--- src/rtl/mmio_timer_pkg.sv ---
// mmio_timer_pkg: register map, CTRL bit positions and dmem access-size encodings
package mmio_timer_pkg;

    // Register word indices (byte offset / 4)
    localparam logic [2:0] IDX_CTRL     = 3'd0;
    localparam logic [2:0] IDX_PRESCALE = 3'd1;
    localparam logic [2:0] IDX_COUNT    = 3'd2;
    localparam logic [2:0] IDX_COMPARE  = 3'd3;
    localparam logic [2:0] IDX_DUTY     = 3'd4;
    localparam logic [2:0] IDX_STATUS   = 3'd5;

    localparam int CTRL_EN         = 0;
    localparam int CTRL_AUTORELOAD = 1;
    localparam int CTRL_IRQ_EN     = 2;
    localparam int CTRL_PWM_EN     = 3;

    // funct3 encodings shared with memory and control
    localparam logic [2:0] F3_B  = 3'b000;
    localparam logic [2:0] F3_H  = 3'b001;
    localparam logic [2:0] F3_W  = 3'b010;
    localparam logic [2:0] F3_BU = 3'b100;
    localparam logic [2:0] F3_HU = 3'b101;

    typedef enum logic [1:0] {SZ_B, SZ_H, SZ_W} size_e;

    // Undefined funct3 values fall through to a word access
    function automatic size_e size_of(input logic [2:0] f3);
        return (f3 == F3_B || f3 == F3_BU) ? SZ_B :
               (f3 == F3_H || f3 == F3_HU) ? SZ_H : SZ_W;
    endfunction

endpackage

--- src/rtl/mmio_timer_if.sv ---
// mmio_timer_if: core data-memory bus as seen by memory-mapped peripherals
interface mmio_timer_if;

    logic [2:0]  funct3;
    logic        dmem_wren;
    logic [31:0] dmem_address;
    logic [31:0] dmem_data_in;
    logic [31:0] dmem_data_out;

    modport master (output funct3, dmem_wren, dmem_address, dmem_data_in, input dmem_data_out);
    modport slave  (input funct3, dmem_wren, dmem_address, dmem_data_in, output dmem_data_out);

endinterface

--- src/rtl/mem_size_align.sv ---
// mem_size_align: byte/half/word lane merge for stores, shift/extend for loads, misalignment detect
module mem_size_align
    import mmio_timer_pkg::*;
(
    input  logic [2:0]  funct3,
    input  logic [1:0]  addr_lo,
    input  logic [31:0] st_data,
    input  logic [31:0] st_old,
    input  logic [31:0] ld_word,
    output logic [31:0] st_merged,
    output logic [31:0] ld_data,
    output logic        misaligned
);

    size_e       sz;
    logic [4:0]  sh;
    logic [31:0] lane_mask;
    logic [31:0] ld_shift;

    // Misaligned accesses get an empty lane mask, so stores leave the word untouched and loads read 0
    always_comb begin
        sz         = size_of(funct3);
        misaligned = (sz == SZ_H && addr_lo[0]) || (sz == SZ_W && addr_lo != 2'b00);
        sh         = {addr_lo, 3'b000};
        lane_mask  = misaligned   ? '0 :
                     sz == SZ_B   ? 32'h0000_00FF << sh :
                     sz == SZ_H   ? 32'h0000_FFFF << sh : '1;
        st_merged  = (st_old & ~lane_mask) | ((st_data << sh) & lane_mask);
        ld_shift   = ld_word >> sh;
        ld_data    = misaligned ? '0 :
                     sz == SZ_B ? {{24{ld_shift[7] & ~funct3[2]}}, ld_shift[7:0]} :
                     sz == SZ_H ? {{16{ld_shift[15] & ~funct3[2]}}, ld_shift[15:0]} : ld_shift;
    end

endmodule

--- src/rtl/mmio_timer.sv ---
// mmio_timer: dmem-mapped prescaled timer with compare/auto-reload, sticky match IRQ and PWM
module mmio_timer
    import mmio_timer_pkg::*;
#(
    parameter logic [31:0] BASE_ADDR = 32'hFFFF_FFC0
)(
    input  logic         clk,
    input  logic         reset,
    mmio_timer_if.slave  bus,
    output logic         irq,
    output logic         pwm_out
);

    logic [3:0]  ctrl_q, ctrl_d;
    logic [15:0] prescale_q, prescale_d;
    logic [15:0] pre_cnt_q, pre_cnt_d;
    logic [31:0] count_q, count_d;
    logic [31:0] compare_q, compare_d;
    logic [31:0] duty_q, duty_d;
    logic        match_q, match_d;
    logic        pwm_q, pwm_d;
    logic [31:0] rdata_q, rdata_d;

    logic        hit, wr, tick, hit_match, w1c, misaligned;
    logic [2:0]  idx;
    logic [31:0] rd_word, st_old, st_merged, ld_data;

    assign hit = bus.dmem_address[31:5] == BASE_ADDR[31:5];
    assign idx = bus.dmem_address[4:2];

    // Current value of the addressed register; STATUS merges against zero so untouched lanes never clear MATCH
    always_comb begin
        rd_word = '0;
        case (idx)
            IDX_CTRL:     rd_word = {28'd0, ctrl_q};
            IDX_PRESCALE: rd_word = {16'd0, prescale_q};
            IDX_COUNT:    rd_word = count_q;
            IDX_COMPARE:  rd_word = compare_q;
            IDX_DUTY:     rd_word = duty_q;
            IDX_STATUS:   rd_word = {31'd0, match_q};
            default:      rd_word = '0;
        endcase
        st_old = (idx == IDX_STATUS) ? '0 : rd_word;
    end

    mem_size_align u_align (
        .funct3     (bus.funct3),
        .addr_lo    (bus.dmem_address[1:0]),
        .st_data    (bus.dmem_data_in),
        .st_old     (st_old),
        .ld_word    (rd_word),
        .st_merged  (st_merged),
        .ld_data    (ld_data),
        .misaligned (misaligned)
    );

    // Timer progression first, then software writes override the fields they touch
    always_comb begin
        ctrl_d     = ctrl_q;
        prescale_d = prescale_q;
        count_d    = count_q;
        compare_d  = compare_q;
        duty_d     = duty_q;
        wr         = bus.dmem_wren && hit && !misaligned;
        tick       = ctrl_q[CTRL_EN] && pre_cnt_q == prescale_q;
        hit_match  = tick && count_q == compare_q;
        pre_cnt_d  = (ctrl_q[CTRL_EN] && !tick) ? pre_cnt_q + 16'd1 : '0;
        if (hit_match) begin
            if (ctrl_q[CTRL_AUTORELOAD])
                count_d = '0;
            else
                ctrl_d[CTRL_EN] = 1'b0;
        end else if (tick) begin
            count_d = count_q + 32'd1;
        end
        w1c     = wr && idx == IDX_STATUS && st_merged[0];
        match_d = (match_q && !w1c) || hit_match;
        if (wr) begin
            case (idx)
                IDX_CTRL: begin
                    ctrl_d = st_merged[3:0];
                    if (!ctrl_q[CTRL_EN] && st_merged[CTRL_EN])
                        pre_cnt_d = '0;
                end
                IDX_PRESCALE: prescale_d = st_merged[15:0];
                IDX_COUNT: begin
                    count_d   = st_merged;
                    pre_cnt_d = '0;
                end
                IDX_COMPARE: compare_d = st_merged;
                IDX_DUTY:    duty_d    = st_merged;
                default: ;
            endcase
        end
        pwm_d   = ctrl_q[CTRL_PWM_EN] && ctrl_q[CTRL_EN] && count_q < duty_q;
        rdata_d = hit ? ld_data : '0;
    end

    // State registers, cleared asynchronously
    always_ff @(posedge clk or posedge reset) begin
        if (reset) begin
            ctrl_q     <= '0;
            prescale_q <= '0;
            pre_cnt_q  <= '0;
            count_q    <= '0;
            compare_q  <= '0;
            duty_q     <= '0;
            match_q    <= 1'b0;
            pwm_q      <= 1'b0;
            rdata_q    <= '0;
        end else begin
            ctrl_q     <= ctrl_d;
            prescale_q <= prescale_d;
            pre_cnt_q  <= pre_cnt_d;
            count_q    <= count_d;
            compare_q  <= compare_d;
            duty_q     <= duty_d;
            match_q    <= match_d;
            pwm_q      <= pwm_d;
            rdata_q    <= rdata_d;
        end
    end

    assign bus.dmem_data_out = rdata_q;
    assign irq               = ctrl_q[CTRL_IRQ_EN] & match_q;
    assign pwm_out           = pwm_q;

endmodule
--- src/flat_wrapper.sv ---
// flat-port wrapper written by rule: the top's interface ports become plain ports
module mmio_timer_flat import mmio_timer_pkg::*;
#(
    parameter logic [31:0] BASE_ADDR = 32'hFFFF_FFC0
)
  (clk, reset, irq, pwm_out, bus_funct3, bus_dmem_wren, bus_dmem_address, bus_dmem_data_in, bus_dmem_data_out);
  mmio_timer_if bus_i ();
  input  logic clk;
  input  logic reset;
  output logic irq;
  output logic pwm_out;
  input wire logic [$bits(bus_i.funct3)-1:0] bus_funct3;
  input wire logic [$bits(bus_i.dmem_wren)-1:0] bus_dmem_wren;
  input wire logic [$bits(bus_i.dmem_address)-1:0] bus_dmem_address;
  input wire logic [$bits(bus_i.dmem_data_in)-1:0] bus_dmem_data_in;
  output wire logic [$bits(bus_i.dmem_data_out)-1:0] bus_dmem_data_out;
  assign bus_i.funct3 = bus_funct3;
  assign bus_i.dmem_wren = bus_dmem_wren;
  assign bus_i.dmem_address = bus_dmem_address;
  assign bus_i.dmem_data_in = bus_dmem_data_in;
  assign bus_dmem_data_out = bus_i.dmem_data_out;
  mmio_timer #(.BASE_ADDR(BASE_ADDR)) u_core (.clk(clk), .reset(reset), .bus(bus_i), .irq(irq), .pwm_out(pwm_out));
endmodule
--- config.mk ---
export PLATFORM = sky130hd
export DESIGN_NAME = mmio_timer_flat
export DESIGN_NICKNAME = d
export VERILOG_FILES = /design/src/rtl/mmio_timer_pkg.sv /design/src/rtl/mmio_timer_if.sv /design/src/rtl/mem_size_align.sv /design/src/rtl/mmio_timer.sv /design/src/flat_wrapper.sv
export SDC_FILE = /design/constraint.sdc
export NUM_CORES = 1
export LEC_CHECK = 0
export BUFFER_PORTS_ARGS = -buffer_cell sky130_fd_sc_hd__buf_2
export CORE_AREA = 4 4 143 145
export CTS_CLUSTER_SIZE = 40
export DETAILED_ROUTE_END_ITERATION = 8
export DIE_AREA = 0 0 147 149
export PLACE_DENSITY = 0.78
export SLEW_MARGIN = 20
export SYNTH_ARGS = -nofsm -noshare
export SYNTH_HDL_FRONTEND = slang
export SYNTH_SLANG_ARGS = --single-unit
--- constraint.sdc ---
create_clock -name clk -period 9.18 [get_ports clk]
set_input_delay 1.836 -clock clk [delete_from_list [all_inputs] [get_ports clk]]
set_output_delay 1.836 -clock clk [all_outputs]
set_load 0.005 [all_outputs]
==> metrics, run 1 <==
sw frac=27.8%; layout cells sized above 1=14.0%; Max-cap violations=0; placed cell areas=0.0110 mm²; CTS Sinks=166; worst-case clock skew=0.0169 ns; 1st-pass router iterations=6; met3 Usage GRT=5.26%; VDD IR max=133 µV; Initial Util=54.1%; final instance area=0.0116 mm²; most frequent cell after synthesis=dfrtp_1; Resize count post-CTS=0; worst relative slew slack=26.6%; worst path required time=9.50 ns; dpl ws=3.88 ns; Syn. warnings=0; Die Wd=147 µm; clk_lat worst skew=0.44 ns; GR Layer Usage met2=47.7%; vias in the first global route=8924; critical path launch point=bus_dmem_address[0]; Avg Cell Area, Syn=8.68 µm²; Post-Syn Area=0.0104 mm²; post-layout min period=5.00 ns; port buffer count=103; first-pass GRT wire length=51800 µm; die footprint=0.0219 mm²; cell mode on critical path=buf_4; number of synthesized flops with an enable pin=0; startpoint types=input port; core area=0.0192 mm²; GR Layer Usage met1=41.8%; Layout area overhead=11.6%; Final Hold Vio Count=0; HP Class=reg2reg; Internal Pwr Total=0.00113 W; clk slew on worst S/H paths=0.07 ns; Synth top cells by count=166 x dfrtp_1, 157 x nand2_1, 127 x o21ai_0, 90 x nor2_1, 73 x a21oi_1; Final nets=1360; initial antenna violation count=0; Reg power frac=46.6%; Critical Path AT=5.32 ns; #FFs+latches synth=166; ys flop type=dfrtp_1; TNS Setup=0 ns; CTS root buf=clkbuf_16; CP max stage cell=buf_4; Chip Height=149 µm; I/O Pins=104; Avg WL per Cell=21.8 µm; sequential fraction of the synthesis area=40.0%; Final period util=54.4%; DRC=0; GP Congestion=0.980; DR iter-0 viols=1402; final wirelength=33300 µm; worst slew pin tran=1.09 ns; Max FO, Critical Path=55; Clock power frac=44.2%; Synth top area share=40.0%; Max Fclk=200 MHz; leakage=5.11 nW; row cnt=51; via count=9654; CTS H-tree depth=4; CP Class=in2reg; half-perimeter wire length after placement=24200 µm; Synth cell types=60; Area contributors post-synth=dfrtp_1 40%, o21ai_0 6.1%, nand2_1 5.7%; CP max stage delay=0.58 ns; postcts setup bufs=0; GRT Resource Usage Total=30.4%; CP endpoint kind=flop; reg2reg start=u_core.pre_cnt_q[5]; Combinational Power Share=9.2%; TritonCTS clock tree=built; Routed Antenna Nets=0; gr busiest metal=met2; cell count after synthesis=1197; maximum root-to-sink buffer count=2; ys async rst share=100%; Worst Hold Launch=u_core.duty_q[8]; pwr dens=135 mW/mm²; critical path, cell by cell=buf_2 > buf_4 > inv_1 > ha_1 > mux2_2 > nand3_1 > nor4_2 > buf_4 > nor2_1 > buf_4 > o311ai_0 > o211ai_1; largest net degree at the start of global routing=99; outcome=finished, final reports clean; sw power=0.000436 W; Vias/cell=6.31; setup ws final=4.18 ns; CTS Hold Bufs=0; Mapped Nets=1305; CTS Buf Count=17; RSZ-0062 raised after global routing=no; Setup violations, final=0; most area-hungry cell type in the Yosys netlist=dfrtp_1; grt total ovfl=0; Max Slew Vio Count=0
## kinds of logic after synthesis
family / count (synthesis) / synth area share [%]
xor gates and xnor gates: 63 / 5.31
DFF: 166 / 40.0
adders and majority gates: 38 / 4.58
muxes: 68 / 7.08
AOI/OAI and AO/OA: 337 / 20.1
and+or+nand+nor: 403 / 18.3
buffers and inverters: 122 / 4.60
## layout make-up
cell class	instances	area, µm²
Clock buffer	19	443
Clock inverter	13	114
Multi-Input combinational cell	909	5790
Fill cell	1644	7610
Inverter	46	178
Timing Repair Buffer	112	583
Sequential cell	166	4150
Antenna cell	1	2.50
Tap cell	265	332
## placed cells by master (no fill, tap or decap), drive strengths merged, types with 34 or more instances in the layout
cell type / synthesis / layout
mux2i: 51 / 51
a21oi: 73 / 73
o211ai: 41 / 41
ha: 38 / 38
nor2: 90 / 90
o21ai: 130 / 130
xor2: 57 / 57
nand3: 34 / 34
buf: 23 / 112
inv: 46 / 51
dfrtp: 166 / 166
nand2: 157 / 157
## power by group through the flow
stage          clock [W]  sequential, W  combinational, W
2_1_floorplan          0       0.000745         0.0000845
3_3_place_gp           0       0.000745          0.000139
3_5_place_dp           0       0.000745          0.000140
4_1_cts         0.000694       0.000731          0.000141
5_1_grt         0.000726       0.000731          0.000154
6_report        0.000694       0.000731          0.000145
## path summary, 6_finish.rpt
| path | end | slack, ns | depth (start not counted) |
|---|---|---|---|
| max in group asynchronous | u_core.count_q[20] | 6.17 | 3 |
| setup reg to reg | u_core.count_q[18] | 5.62 | 8 |
| hold reg to reg | u_core.duty_q[8] | 0.52 | 2 |
| hold / removal | u_core.duty_q[8] | 0.52 | 2 |
| setup / recovery | u_core.count_q[18] | 4.18 | 12 |
| min in group asynchronous | u_core.duty_q[25] | 1.59 | 2 |
## flip-flops by register name (all words and copies together) (netlist names)
| register | flops |
|---|---|
| u_core.bus.dmem_data_out | 32 |
| u_core.ctrl_q | 4 |
| u_core.pwm_out | 1 |
| u_core.compare_q | 32 |
| u_core.pre_cnt_q | 16 |
| u_core.count_q | 32 |
| u_core.duty_q | 32 |
| u_core.match_q | 1 |
| u_core.prescale_q | 16 |
## through the flow
step	utilization (%)	cells	hold slack [ns]	power, W
after floorplan	-	1197	0.463	0.000830
after global placement	57.4	1498	0.490	0.000884
after detailed placement	57.4	1498	0.501	0.000885
after CTS	60.3	1530	0.518	0.00157
after global routing	60.4	1530	0.544	0.00161
final	60.4	1531	0.520	0.00157
## critical path, delay by kind of cell
kind / cells / cell delay (ns)
simple gates: 3 / 0.87
mux: 1 / 0.33
buf+inv: 5 / 1.58
fa+ha+maj: 1 / 0.28
compound gates: 2 / 0.38
## layer usage
layer,vias up,share of wire [%]
met4,0,4.6
met3,90,9.4
met2,569,45
li1,4409,-
met5,-,0
met1,4586,41
Note: power is estimated with default switching activity, not from simulation.
==> inputs of run 2 (changes only) <==
==> constraint.sdc (replaced) <==
create_clock -name clk -period 5.05 [get_ports clk]
set_input_delay 1.01 -clock clk [delete_from_list [all_inputs] [get_ports clk]]
set_output_delay 1.01 -clock clk [all_outputs]
set_load 0.005 [all_outputs]
==> run 2 against run 1 <==
Routed wire length up 0.76%; largest cell class unchanged; non-clock buffer count up 9; critical path type unchanged; global-route usage down 0.31 points; highest routed layer is now met5; critical endpoint is now u_core.bus.dmem_data_out[31]; register-to-register slack worse by 3.9 ns; power up 91%; setup slack worse by 2.8 ns.
==> metrics, run 2 (synthesis results as in run 1) <==
Max-cap violations=0; Final Hold Vio Count=0; GP Congestion=1.01; worst relative slew slack=37.8%; CTS H-tree depth=4; RSZ-0062 raised after global routing=no; postcts setup bufs=0; post-layout min period=3.71 ns; grt total ovfl=0; row cnt=51; Placed Cells=1507; DRC=0; final wirelength=33600 µm; Worst Hold End=u_core.duty_q[2]; Avg WL per Cell=21.8 µm; GRT Resource Usage Total=30.1%; most frequent cells in the layout=166 x dfrtp_1, 156 x nand2_1, 127 x o21ai_0; Max Fclk=269 MHz; CTS Buf Count=17; worst path required time=5.39 ns; TNS Setup=0 ns; Final period util=73.6%; Reg2Reg Depth=7; half-perimeter wire length after placement=24600 µm; TritonCTS clock tree=built; commonest non-fill, non-tap cell in the layout=dfrtp_1; maximum root-to-sink buffer count=2; clk_lat worst skew=0.44 ns; Critical Path AT=4.06 ns; outcome=finished, final reports clean; CTS root buf=clkbuf_16; worst flop-to-flop path endpoint=u_core.count_q[25]; startpoint types=input port; Chip Height=149 µm; Max Slew Vio Count=0; Layout area overhead=12.8%; largest net degree at the start of global routing=167; die footprint=0.0219 mm²; port buffer count=103; CP Class=in2reg; layout cells sized above 1=14.6%; pwr dens=256 mW/mm²; VDD IR max=223 µV; Max FO, Critical Path=26; CTS Sinks=166; Hold WS=0.514 ns; reg2reg start=u_core.prescale_q[3]; vias in the first global route=8926; Final Core Density=61.1%; Ant. Diodes=0; setup ws final=1.34 ns; Setup violations, final=0; HP Class=reg2reg; CTS Hold Bufs=0; 1st-pass router iterations=6; Resize count post-CTS=0; Worst Hold Launch=u_core.duty_q[2]; dpl ws=1.02 ns; I/O Pins=104; CP endpoint kind=flop; Final nets=1369; initial antenna violation count=1; DR iter-0 viols=1291; worst-case clock skew=0.0133 ns; Final Non-Filler Cells=1539; Routed Antenna Nets=0; via count=9783; Vias/cell=6.36; register-to-register setup slack=1.72 ns; hold depth=2; clk slew on worst S/H paths=0.07 ns; core area=0.0192 mm²; leakage=5.17 nW; Die Wd=147 µm; Initial Util=54.1%; first-pass GRT wire length=51000 µm; worst slew pin tran=0.923 ns
[run 2: cell count changes in the layout (fill, tap and decap cells not counted), sizes merged, moves of 2 or more]
cell,previous run,this run
buf,112,121
bufinv,0,3
clkinv,4,1
inv,51,53
[run 2: layout make-up]
type / instances / area, µm²
Clock buffer: 18 / 429
Clock inverter: 14 / 189
Fill cell: 1645 / 7480
Inverter: 46 / 176
Multi-Input combinational cell: 909 / 5780
Sequential cell: 166 / 4150
Tap cell: 265 / 332
Timing Repair Buffer: 121 / 663
[run 2: how the worst max path moves through the flow]
stage | start | to | slack [ns] | cells after the start
6_report | bus_dmem_address[3] | u_core.bus.dmem_data_out[31] | 1.34 | 8
5_1_grt | bus_dmem_address[3] | u_core.bus.dmem_data_out[24] | 1.24 | 8
4_1_cts | bus_dmem_address[3] | u_core.bus.dmem_data_out[31] | 1.44 | 8
3_5_place_dp | bus_dmem_address[3] | u_core.bus.dmem_data_out[31] | 1.02 | 8
3_3_place_gp | bus_dmem_address[3] | u_core.bus.dmem_data_out[17] | 0.91 | 8
2_1_floorplan | bus_dmem_address[1] | u_core.count_q[17] | 1.62 | 11
[run 2: metal layers]
layer  track usage, %  vias up  wire [µm]
met5                0        -          8
met1             39.7     4637      13200
met3             7.05      118       3380
met4             10.9        2       1470
met2             48.9      592      15600
li1                 -     4434          -
[run 2: critical path, stage by stage]
cell and delay, ns:
buf_2 0.53, nor2b_2 0.78, a22oi_1 0.15, a2bb2oi_1 0.24
mux2_2 0.36, a211oi_1 0.36, o221ai_2 0.34, a21oi_1 0.26
[run 2: power breakdown]
group / internal (W) / switching (W)
logic: 0.0000791 / 0.000190
registers: 0.00133 / 0.0000000000239
clock network: 0.000796 / 0.000604
total: 0.00220 / 0.000794
[run 2: metrics by stage]
step                      area, µm²  power (W)
after floorplan               10400    0.00151
after global placement        11100    0.00161
after detailed placement      11100    0.00161
after CTS                     11700    0.00299
after global routing          11700    0.00307
final                         11700    0.00300
